File: src/rtl/xgriscv_mdu_iter.sv
// Iterative RV32M multiply/divide unit for the EX stage.
// Shift-add multiply and restoring divide, UNROLL bits per CALC cycle,
// with a FIX cycle for sign correction and a single-cycle DONE pulse.
module xgriscv_mdu_iter #(
    parameter int unsigned XLEN   = 32,
    parameter int unsigned UNROLL = 1,
    parameter int unsigned RFIDX  = 5
) (
    input  logic             clk,
    input  logic             reset,
    input  logic             valid_i,
    input  logic [2:0]       op_i,
    input  logic [XLEN-1:0]  a_i,
    input  logic [XLEN-1:0]  b_i,
    input  logic [RFIDX-1:0] rd_i,
    input  logic             flush_i,
    output logic             stall_o,
    output logic             done_o,
    output logic [XLEN-1:0]  result_o,
    output logic [RFIDX-1:0] rd_o
);

    localparam int unsigned ITER = XLEN / UNROLL;
    localparam int unsigned CNTW = (ITER > 1) ? $clog2(ITER) : 1;
    localparam int unsigned PW   = 2 * XLEN;
    localparam logic [XLEN-1:0] MINVAL = {1'b1, {(XLEN-1){1'b0}}};
    localparam logic [CNTW-1:0] LASTCNT = CNTW'(ITER - 1);

    typedef enum logic [1:0] {IDLE, CALC, FIX, DONE} state_t;

    state_t state, nextState;

    logic [2:0]       opR;
    logic             signR;
    logic [RFIDX-1:0] rdR;
    logic [XLEN-1:0]  magB;
    logic [PW-1:0]    prod;     // product, or quotient in the low half when dividing
    logic [XLEN-1:0]  rem;
    logic [CNTW-1:0]  cnt;

    logic             accept;
    logic             aSigned, bSigned, sa, sb, signIn;
    logic [XLEN-1:0]  magA, magBIn;
    logic             divZero, ovf, special;
    logic [XLEN-1:0]  specVal;

    logic [PW-1:0]    prodNext;
    logic [XLEN-1:0]  remNext;
    logic [XLEN:0]    trial;
    logic [XLEN:0]    sum;
    logic             qBit;

    logic [PW-1:0]    prodSigned;
    logic [XLEN-1:0]  divSel;
    logic [XLEN-1:0]  fixVal;

    // Operand decode at the accept edge: magnitudes, result sign, special cases
    always_comb begin
        accept  = (state == IDLE) && valid_i && !flush_i;
        aSigned = op_i[2] ? !op_i[0] : (op_i[1:0] != 2'd3);
        bSigned = op_i[2] ? !op_i[0] : !op_i[1];
        sa      = aSigned & a_i[XLEN-1];
        sb      = bSigned & b_i[XLEN-1];
        magA    = sa ? -a_i : a_i;
        magBIn  = sb ? -b_i : b_i;
        signIn  = (op_i[2] && op_i[1]) ? sa : (sa ^ sb);
        divZero = op_i[2] && (b_i == '0);
        ovf     = op_i[2] && !op_i[0] && (a_i == MINVAL) && (b_i == '1);
        special = divZero || ovf;
        if (divZero) begin
            specVal = op_i[1] ? a_i : '1;
        end else begin
            specVal = op_i[1] ? '0 : a_i;
        end
    end

    // One CALC cycle: UNROLL shift-add or restoring-divide steps
    always_comb begin
        prodNext = prod;
        remNext  = rem;
        trial    = '0;
        sum      = '0;
        qBit     = 1'b0;
        for (int i = 0; i < int'(UNROLL); i++) begin
            if (opR[2]) begin
                trial = {remNext, prodNext[XLEN-1]};
                qBit  = (trial >= {1'b0, magB});
                remNext = qBit ? XLEN'(trial - {1'b0, magB}) : trial[XLEN-1:0];
                prodNext[XLEN-1:0] = {prodNext[XLEN-2:0], qBit};
            end else begin
                sum = {1'b0, prodNext[PW-1:XLEN]} + (prodNext[0] ? {1'b0, magB} : '0);
                prodNext = {sum, prodNext[XLEN-1:1]};
            end
        end
    end

    // Sign correction and half/quotient/remainder selection in FIX
    always_comb begin
        prodSigned = signR ? -prod : prod;
        divSel     = opR[1] ? rem : prod[XLEN-1:0];
        if (opR[2]) begin
            fixVal = signR ? -divSel : divSel;
        end else if (opR[1:0] == 2'd0) begin
            fixVal = prodSigned[XLEN-1:0];
        end else begin
            fixVal = prodSigned[PW-1:XLEN];
        end
    end

    // State register
    always_ff @(posedge clk or negedge reset) begin
        if (!reset) begin
            state <= IDLE;
        end else begin
            state <= nextState;
        end
    end

    // Next-state and stall decode; flush overrides everything
    always_comb begin
        nextState = state;
        stall_o   = 1'b0;
        unique case (state)
            IDLE: begin
                if (accept) begin
                    stall_o   = 1'b1;
                    nextState = special ? DONE : CALC;
                end
            end
            CALC: begin
                stall_o = 1'b1;
                if (cnt == LASTCNT) begin
                    nextState = FIX;
                end
            end
            FIX: begin
                stall_o   = 1'b1;
                nextState = DONE;
            end
            DONE: begin
                nextState = IDLE;
            end
            default: begin
                nextState = IDLE;
            end
        endcase
        if (flush_i) begin
            nextState = IDLE;
        end
    end

    assign done_o = (state == DONE);

    // Datapath registers and result capture on entry to DONE
    always_ff @(posedge clk or negedge reset) begin
        if (!reset) begin
            opR      <= '0;
            signR    <= 1'b0;
            rdR      <= '0;
            magB     <= '0;
            prod     <= '0;
            rem      <= '0;
            cnt      <= '0;
            result_o <= '0;
            rd_o     <= '0;
        end else begin
            if (accept) begin
                opR   <= op_i;
                signR <= signIn;
                rdR   <= rd_i;
                magB  <= magBIn;
                prod  <= {XLEN'(0), magA};
                rem   <= '0;
                cnt   <= '0;
            end else if (state == CALC) begin
                prod <= prodNext;
                rem  <= remNext;
                cnt  <= cnt + CNTW'(1);
            end
            if (accept && special) begin
                result_o <= specVal;
                rd_o     <= rd_i;
            end else if ((state == FIX) && !flush_i) begin
                result_o <= fixVal;
                rd_o     <= rdR;
            end
        end
    end

endmodule

File: config.mk
export PLATFORM = sky130hd
export DESIGN_NAME = xgriscv_mdu_iter
export DESIGN_NICKNAME = d
export VERILOG_FILES = /design/src/rtl/xgriscv_mdu_iter.sv
export SDC_FILE = /design/constraint.sdc
export NUM_CORES = 1
export LEC_CHECK = 0
export CAP_MARGIN = 20
export CORE_AREA = 2 2 220 222
export CTS_CLUSTER_DIAMETER = 80
export DETAILED_ROUTE_END_ITERATION = 16
export DIE_AREA = 0 0 222 224
export PLACE_DENSITY = 0.56
export SETUP_SLACK_MARGIN = 0.4
export SLEW_MARGIN = 25
export SYNTH_ARGS = -nofsm -noshare
export SYNTH_HDL_FRONTEND = slang
export SYNTH_SLANG_ARGS = --single-unit
export TNS_END_PERCENT = 5
File: constraint.sdc
create_clock -name clk -period 4.5 [get_ports clk]
set_input_delay 0.675 -clock clk [delete_from_list [all_inputs] [get_ports clk]]
set_output_delay 0.675 -clock clk [all_outputs]
set_load 0.02 [all_outputs]
* Word-level counts from Yosys, hierarchy flattened
Cells that the tools add are included.
Word-level totals: flip-flop bits (word level) 181, output and inout port bits 39
Operators by class: $add $sub $neg 7, magnitude comparators 1, equality and inequality tests 10, muxes and demuxes 35, bitwise logic cells 3, reductions and logical operators 23
Operators with widths (number):
- 2-to-1 mux 32 bit | 18
- 2-to-1 mux 64 bit | 3
- negation 32 bit | 3
- equality test 32 bit (second input constant) | 2
- negation 64 bit | 1
- adder 32 x 32 -> 33 bit | 1
- greater-or-equal comparator 33 x 32 -> 1 bit | 1
- zero test 32 bit | 1
- subtractor 32 bit | 1
- 2-to-1 mux 5 bit | 4
- logical AND 1 bit | 9
- 2-to-1 mux 2 bit | 4
- case mux 2 bit (4 select lines) | 1
- != test 3 bit (second input constant) | 2
- AND reduction 2 bit | 3
- nonzero test 2 bit | 3
- adder 5 x 1 -> 5 bit (second input constant) | 1
- equality test 5 bit (second input constant) | 1
- equality test 2 bit (second input constant) | 2
- zero test 2 bit | 2
- 2-to-1 mux 1 bit | 4
- zero test 1 bit | 3
- AND 1 bit | 2
- equality test 2 x 1 -> 1 bit (second input constant) | 1
- other kinds (6) | 6

* Depth between registers and ports, before layout
depth in word-level cells 9, depth in mapped cells 17, depth with buffers taken out 12

* Least setup slack after synthesis
Ideal clock, no wire load.
path type register to register, start point reg opR[1], end point reg result_o[26], data arrival time 4.355 ns, data required time 4.424 ns, path slack 0.069 ns, cell stages (with the launch flop) 18, buffers on the path 6, period minus slack after synthesis 4.431 ns, path through dfrtp_1 -> clkbuf_1 -> clkbuf_1 -> buf_1 -> buf_1 -> clkbuf_1 -> mux2i_1 -> ha_1 -> nor2b_1 -> nand3b_1 -> or4b_2 -> clkbuf_1 -> o31ai_1 -> nand2_1 -> xor2_1 -> a21oi_1 -> o21a_1 -> o21ai_1
Between the ends: cells in the longest elaborated chain, start to end 6, elaborated cells on any way between the ends 8
RTL lines:
- start: declaration | RTL line 33 | logic [2:0] opR;
- start signal: assignment | RTL line 168 | opR <= op_i;
- 2-to-1 mux 32 bit | RTL line 100 | divSel = opR[1] ? rem : prod[XLEN-1:0];
- negation 32 bit | RTL line 102 | fixVal = signR ? -divSel : divSel;
- 2-to-1 mux 32 bit | RTL line 102
- 2-to-1 mux 32 bit (*) | RTL line 101 | if (opR[2]) begin
- 2-to-1 mux 32 bit (*) | RTL line 183 | end else if ((state == FIX) && !flush_i) begin
- 2-to-1 mux 32 bit (*) | RTL line 180 | if (accept && special) begin
- end signal: assignment | RTL line 181 | result_o <= specVal;
- end signal: assignment | RTL line 184 | result_o <= fixVal;
- end: declaration | RTL line 19 | output logic [XLEN-1:0] result_o,
Mark *: on every way between the ends. The rest lies on a longest branch, timed or not. The select of a mux whose other input is x is not followed. A chain may end at the register's enable or synchronous reset.

* Final worst setup path
start point reg magB[1], end point reg rem[30]
Between the ends: cells in the longest elaborated chain, start to end 5, elaborated cells on any way between the ends 6
RTL lines:
- start: declaration | RTL line 36 | logic [XLEN-1:0] magB;
- start signal: assignment | RTL line 171 | magB <= magBIn;
- subtractor 32 bit or greater-or-equal comparator 33 x 32 -> 1 bit (tied branches) | RTL line 88, 87
- 2-to-1 mux 32 bit (*) | RTL line 88 | remNext = qBit ? XLEN'(trial - {1'b0, magB}) : trial[XLEN-1:0];
- 2-to-1 mux 32 bit (*) | RTL line 85 | if (opR[2]) begin
- 2-to-1 mux 32 bit (*) | RTL line 175 | end else if (state == CALC) begin
- 2-to-1 mux 32 bit (*) | RTL line 167 | if (accept) begin
- end signal: assignment | RTL line 177 | rem <= remNext;
- end: declaration | RTL line 38 | logic [XLEN-1:0] rem;
Marks and branches as above.

==> out/qor.yml <==
clocking:
  ctsHoldBuffers: 0
  cts_setup_buffers: 0
  insertion_delay_ns: 0.47
  cts_buffer_depth: 2
  cts_sinks: 181
  clk_pin_slew_ns: 0.08
  root_buffer: "clkbuf_16"
  cts_buffers: 17
  cts_tree: "done"
  ctsHtreeMaxLevel: 4
drt:
  met1_length_um: 28200
  wl_met2_um: 28200
  wirelength_um: 63300
  wire_per_inst_um: 23.1
  wl_met3_um: 4640
  routed-via-count: 16323
  drt_iter0_drc: 1662
  firstDrtPassIters: 7
  ant_nets: 0
  routed.top_layer: "met5"
  route.detailed.drc: 0
  via_per_inst: 5.95
sta:
  finalClockSkew_ns: 0.0134
  hold_ws_ns: 0.231
  max_slew_margin_pct: 34.7
  fmax_mhz: 251
  tns_ns: 0
  rsz0062_at_grt: "true"
  tightest_slew_ns: 0.977
  finalSetupViolations: 0
  finalWorstSetupSlack_ns: 0.515
  maxSlewViolCount: 0
  hold_violations: 0
  period_minus_slack_ns: 3.98
  post-route-period-util_pct: 88.6
global_route:
  grt_util_all_layers_pct: 25.0
  grt_max_degree: 88
  grt_pass1_wl_um: 95200
  overflow: 0
  antenna_found_initial: 1
  grt_pass1_vias: 15143
critical_path:
  cp.arrival_ns: 4.32
  r2r_end: "rem[30]"
  cp.required_ns: 4.83
  crit_start: "magB[1]"
  path_max_fanout: 34
  regToRegStartpoint: "magB[1]"
  startpoint_type: "register"
  crit_path_end_kind: "register"
  r2r_setup_slack_ns: 0.52
  critPathKind: "register to register"
  cp-endpoint: "rem[30]"
  r2r_cells: 12
synth:
  synth_cell_types: 83
  ys_seq_area_share_pct: 27.6
  syn_area_um2: 16400
  synth_nets: 2236
  synth_area_per_cell_um2: 7.89
  synth-seq-cells: 181
  dominantRegCellSynth: "dfrtp_1"
  synth_cells: 2083
  synth_warnings: 0
  synth_edf_count: 0
  async_flop_share_pct: 100
run:
  cap_violations: 0
final_layout:
  fill_cells: 4897
  diodes: 0
  stdcell_area_um2: 18800
  area_delta_synth_final_pct: 14.3
  nNetsFinal: 2267
  final_cells: 2742
  fin_util_pct: 39.7
  drive_gt1_share_pct: 6.16
placed_design:
  io_buffers: 114
  place_congestion: 0.965
  pre_cts_ws_ns: 0.269
  dpl_cell_area_um2: 18200
  dp.final_hpwl_um: 48600
  place_inst: 2710
power_and_ir_drop:
  p_clk_share_pct: 11.6
  netSwitchingFraction_pct: 51.4
  powerDensity_nw_per_um2: 713
  ir_drop_v: 0.000484
  switchingPower_mw: 6.88
  p_seq_share_pct: 26.0
  internal-power_mw: 6.51
  power.total_mw: 13.4
  p_leak_nw: 8.00
  power_frac_comb_pct: 62.4
worst_hold_path:
  hold_class: "primary input to asynchronous set/reset pin"
floorplan:
  ioPinCount: 115
  rows: 80
  die_area_um2: 49700
  initial_utilization_pct: 34.7
  fp.dieW_um: 222
  die_y_um: 224
  core_area_um2: 47300
status:
  status: "finished, final reports clean"
-- layout by cell type, fill, tap and decap left out, types with 24 or more instances in the layout --
master           netlist  routed
a211oi_1              25      25
a21o_1                37      37
a21oi_1              129     127
a22o_1                28      28
buf_4                  0      47
clkdlybuf4s50_1        0     113
dfrtp_1              181     178
ha_1                  75      74
inv_1                 60      60
mux2i_1               99      99
nand2_1              240     240
nand3_1               34      34
nor2_1               157     154
nor3_1                51      49
o211ai_1              56      56
o21ai_0              182     182
o21ai_1               24      24
o31ai_1               44      44
or3_1                 33      33
xnor2_1               97      97
xor2_1                99      99
-- worst max-delay path: stages, from the launching register on --
cell and delay [ns]:
dfrtp_1 0.40, inv_1 0.11, ha_1 0.32, nor2b_1 0.15
o31a_1 0.27, o31ai_1 0.35, a311oi_1 0.26, o41ai_2 0.55
o31ai_1 0.23, a221oi_4 0.34, buf_12 0.28, nand2b_1 0.40
o21ai_0 0.16
-- cell usage after synthesis, types with 8 or more instances --
cell      number  area share (%)
a211oi_1      25             1.1
nand3_1       34             1.0
o41ai_1       16            0.85
and3_1         8            0.30
nor2_1       157             3.6
a21o_1        37             1.7
and2_1         9            0.34
a22o_1        28             1.5
o31ai_1       44             2.0
buf_1         11            0.25
ha_1          75             5.7
nor3_1        51             1.6
a31oi_1       18            0.69
nand2b_1      13            0.49
o21ai_1       24            0.73
or4_1         21            0.96
a22oi_1       12            0.55
mux2i_1       99             6.0
or2_2         16            0.61
o21a_1        11            0.50
nand4_1       23            0.88
inv_1         60             1.4
o211ai_1      56             2.6
nand2_1      240             5.5
xor2_1        99             5.3
clkbuf_1     129             2.9
o21ai_0      182             5.5
buf_2          8            0.24
or3_1         33             1.3
xnor2_1       97             5.2
nor4_1        15            0.57
a21oi_1      129             3.9
dfrtp_1      181              28
-- worst min-delay path by stage --
| stage | from | end | slack (ns) | depth (start not counted) |
|---|---|---|---|---|
| final | reset | prod[26] | 0.23 | 1 |
| after global routing | reset | prod[26] | 0.29 | 1 |
| after CTS | reset | prod[25] | 0.26 | 1 |
| after detailed placement | rdR[2] | rdR[2] | 0.46 | 2 |
| after global placement | rdR[2] | rdR[2] | 0.46 | 2 |
| after floorplan | reset | cnt[0] | 0.38 | 0 |
-- area by class of cell --
| class | instances | area (um^2) | share of cell area [%] |
|---|---|---|---|
| clock inverter | 14 | 141 | 0.752 |
| multi-input combinational | 1688 | 11100 | 59.3 |
| tap | 615 | 769 | 4.10 |
| inverter | 63 | 236 | 1.26 |
| clock buffer | 18 | 429 | 2.28 |
| sequential | 181 | 4540 | 24.1 |
| timing repair buffer | 163 | 1540 | 8.18 |
-- timing repair --
item / CTS / global route
setup endpoints to repair: 6 / 9
gates resized for setup: 1 / 2
pin swaps: 0 / 0
hold endpoints to repair: 0 / 0
-- cell families (layout without fill, tap and decap cells) --
logic type / after synthesis / after routing / share of synthesized area, %
multiplexers: 105 / 105 / 6.44
flip-flops: 181 / 181 / 27.6
adder cells (fa/ha/maj): 83 / 83 / 6.32
AO/OA/AOI/OAI: 644 / 644 / 25.1
XOR/XNOR: 196 / 196 / 10.4
AND/OR/NAND/NOR: 660 / 660 / 19.1
buffers and inverters: 214 / 258 / 5.08
-- sequential cells by signal (all words and copies together), names as in the netlist --
| register | count |
|---|---|
| signR | 1 |
| prod | 64 |
| opR | 3 |
| magB | 32 |
| state | 2 |
| cnt | 5 |
| rdR | 5 |
| rem | 32 |
| rd_o | 5 |
| result_o | 32 |
-- power groups by stage --
stage,clock network (mW),logic [mW],registers (mW)
3_3_place_gp,0,8.13,3.45
4_1_cts,1.59,8.26,3.43
6_report,1.56,8.35,3.49
2_1_floorplan,0,6.02,2.91
5_1_grt,1.64,9.11,3.56
3_5_place_dp,0,8.22,3.46
-- metal layers --
metal  GRT usage [%]  up-vias
li1                -     7623
met1            34.7     7950
met2            38.7      651
met3            4.60       97
met4            9.09        2
met5               0        -
Power figures use the tool's default switching activity.
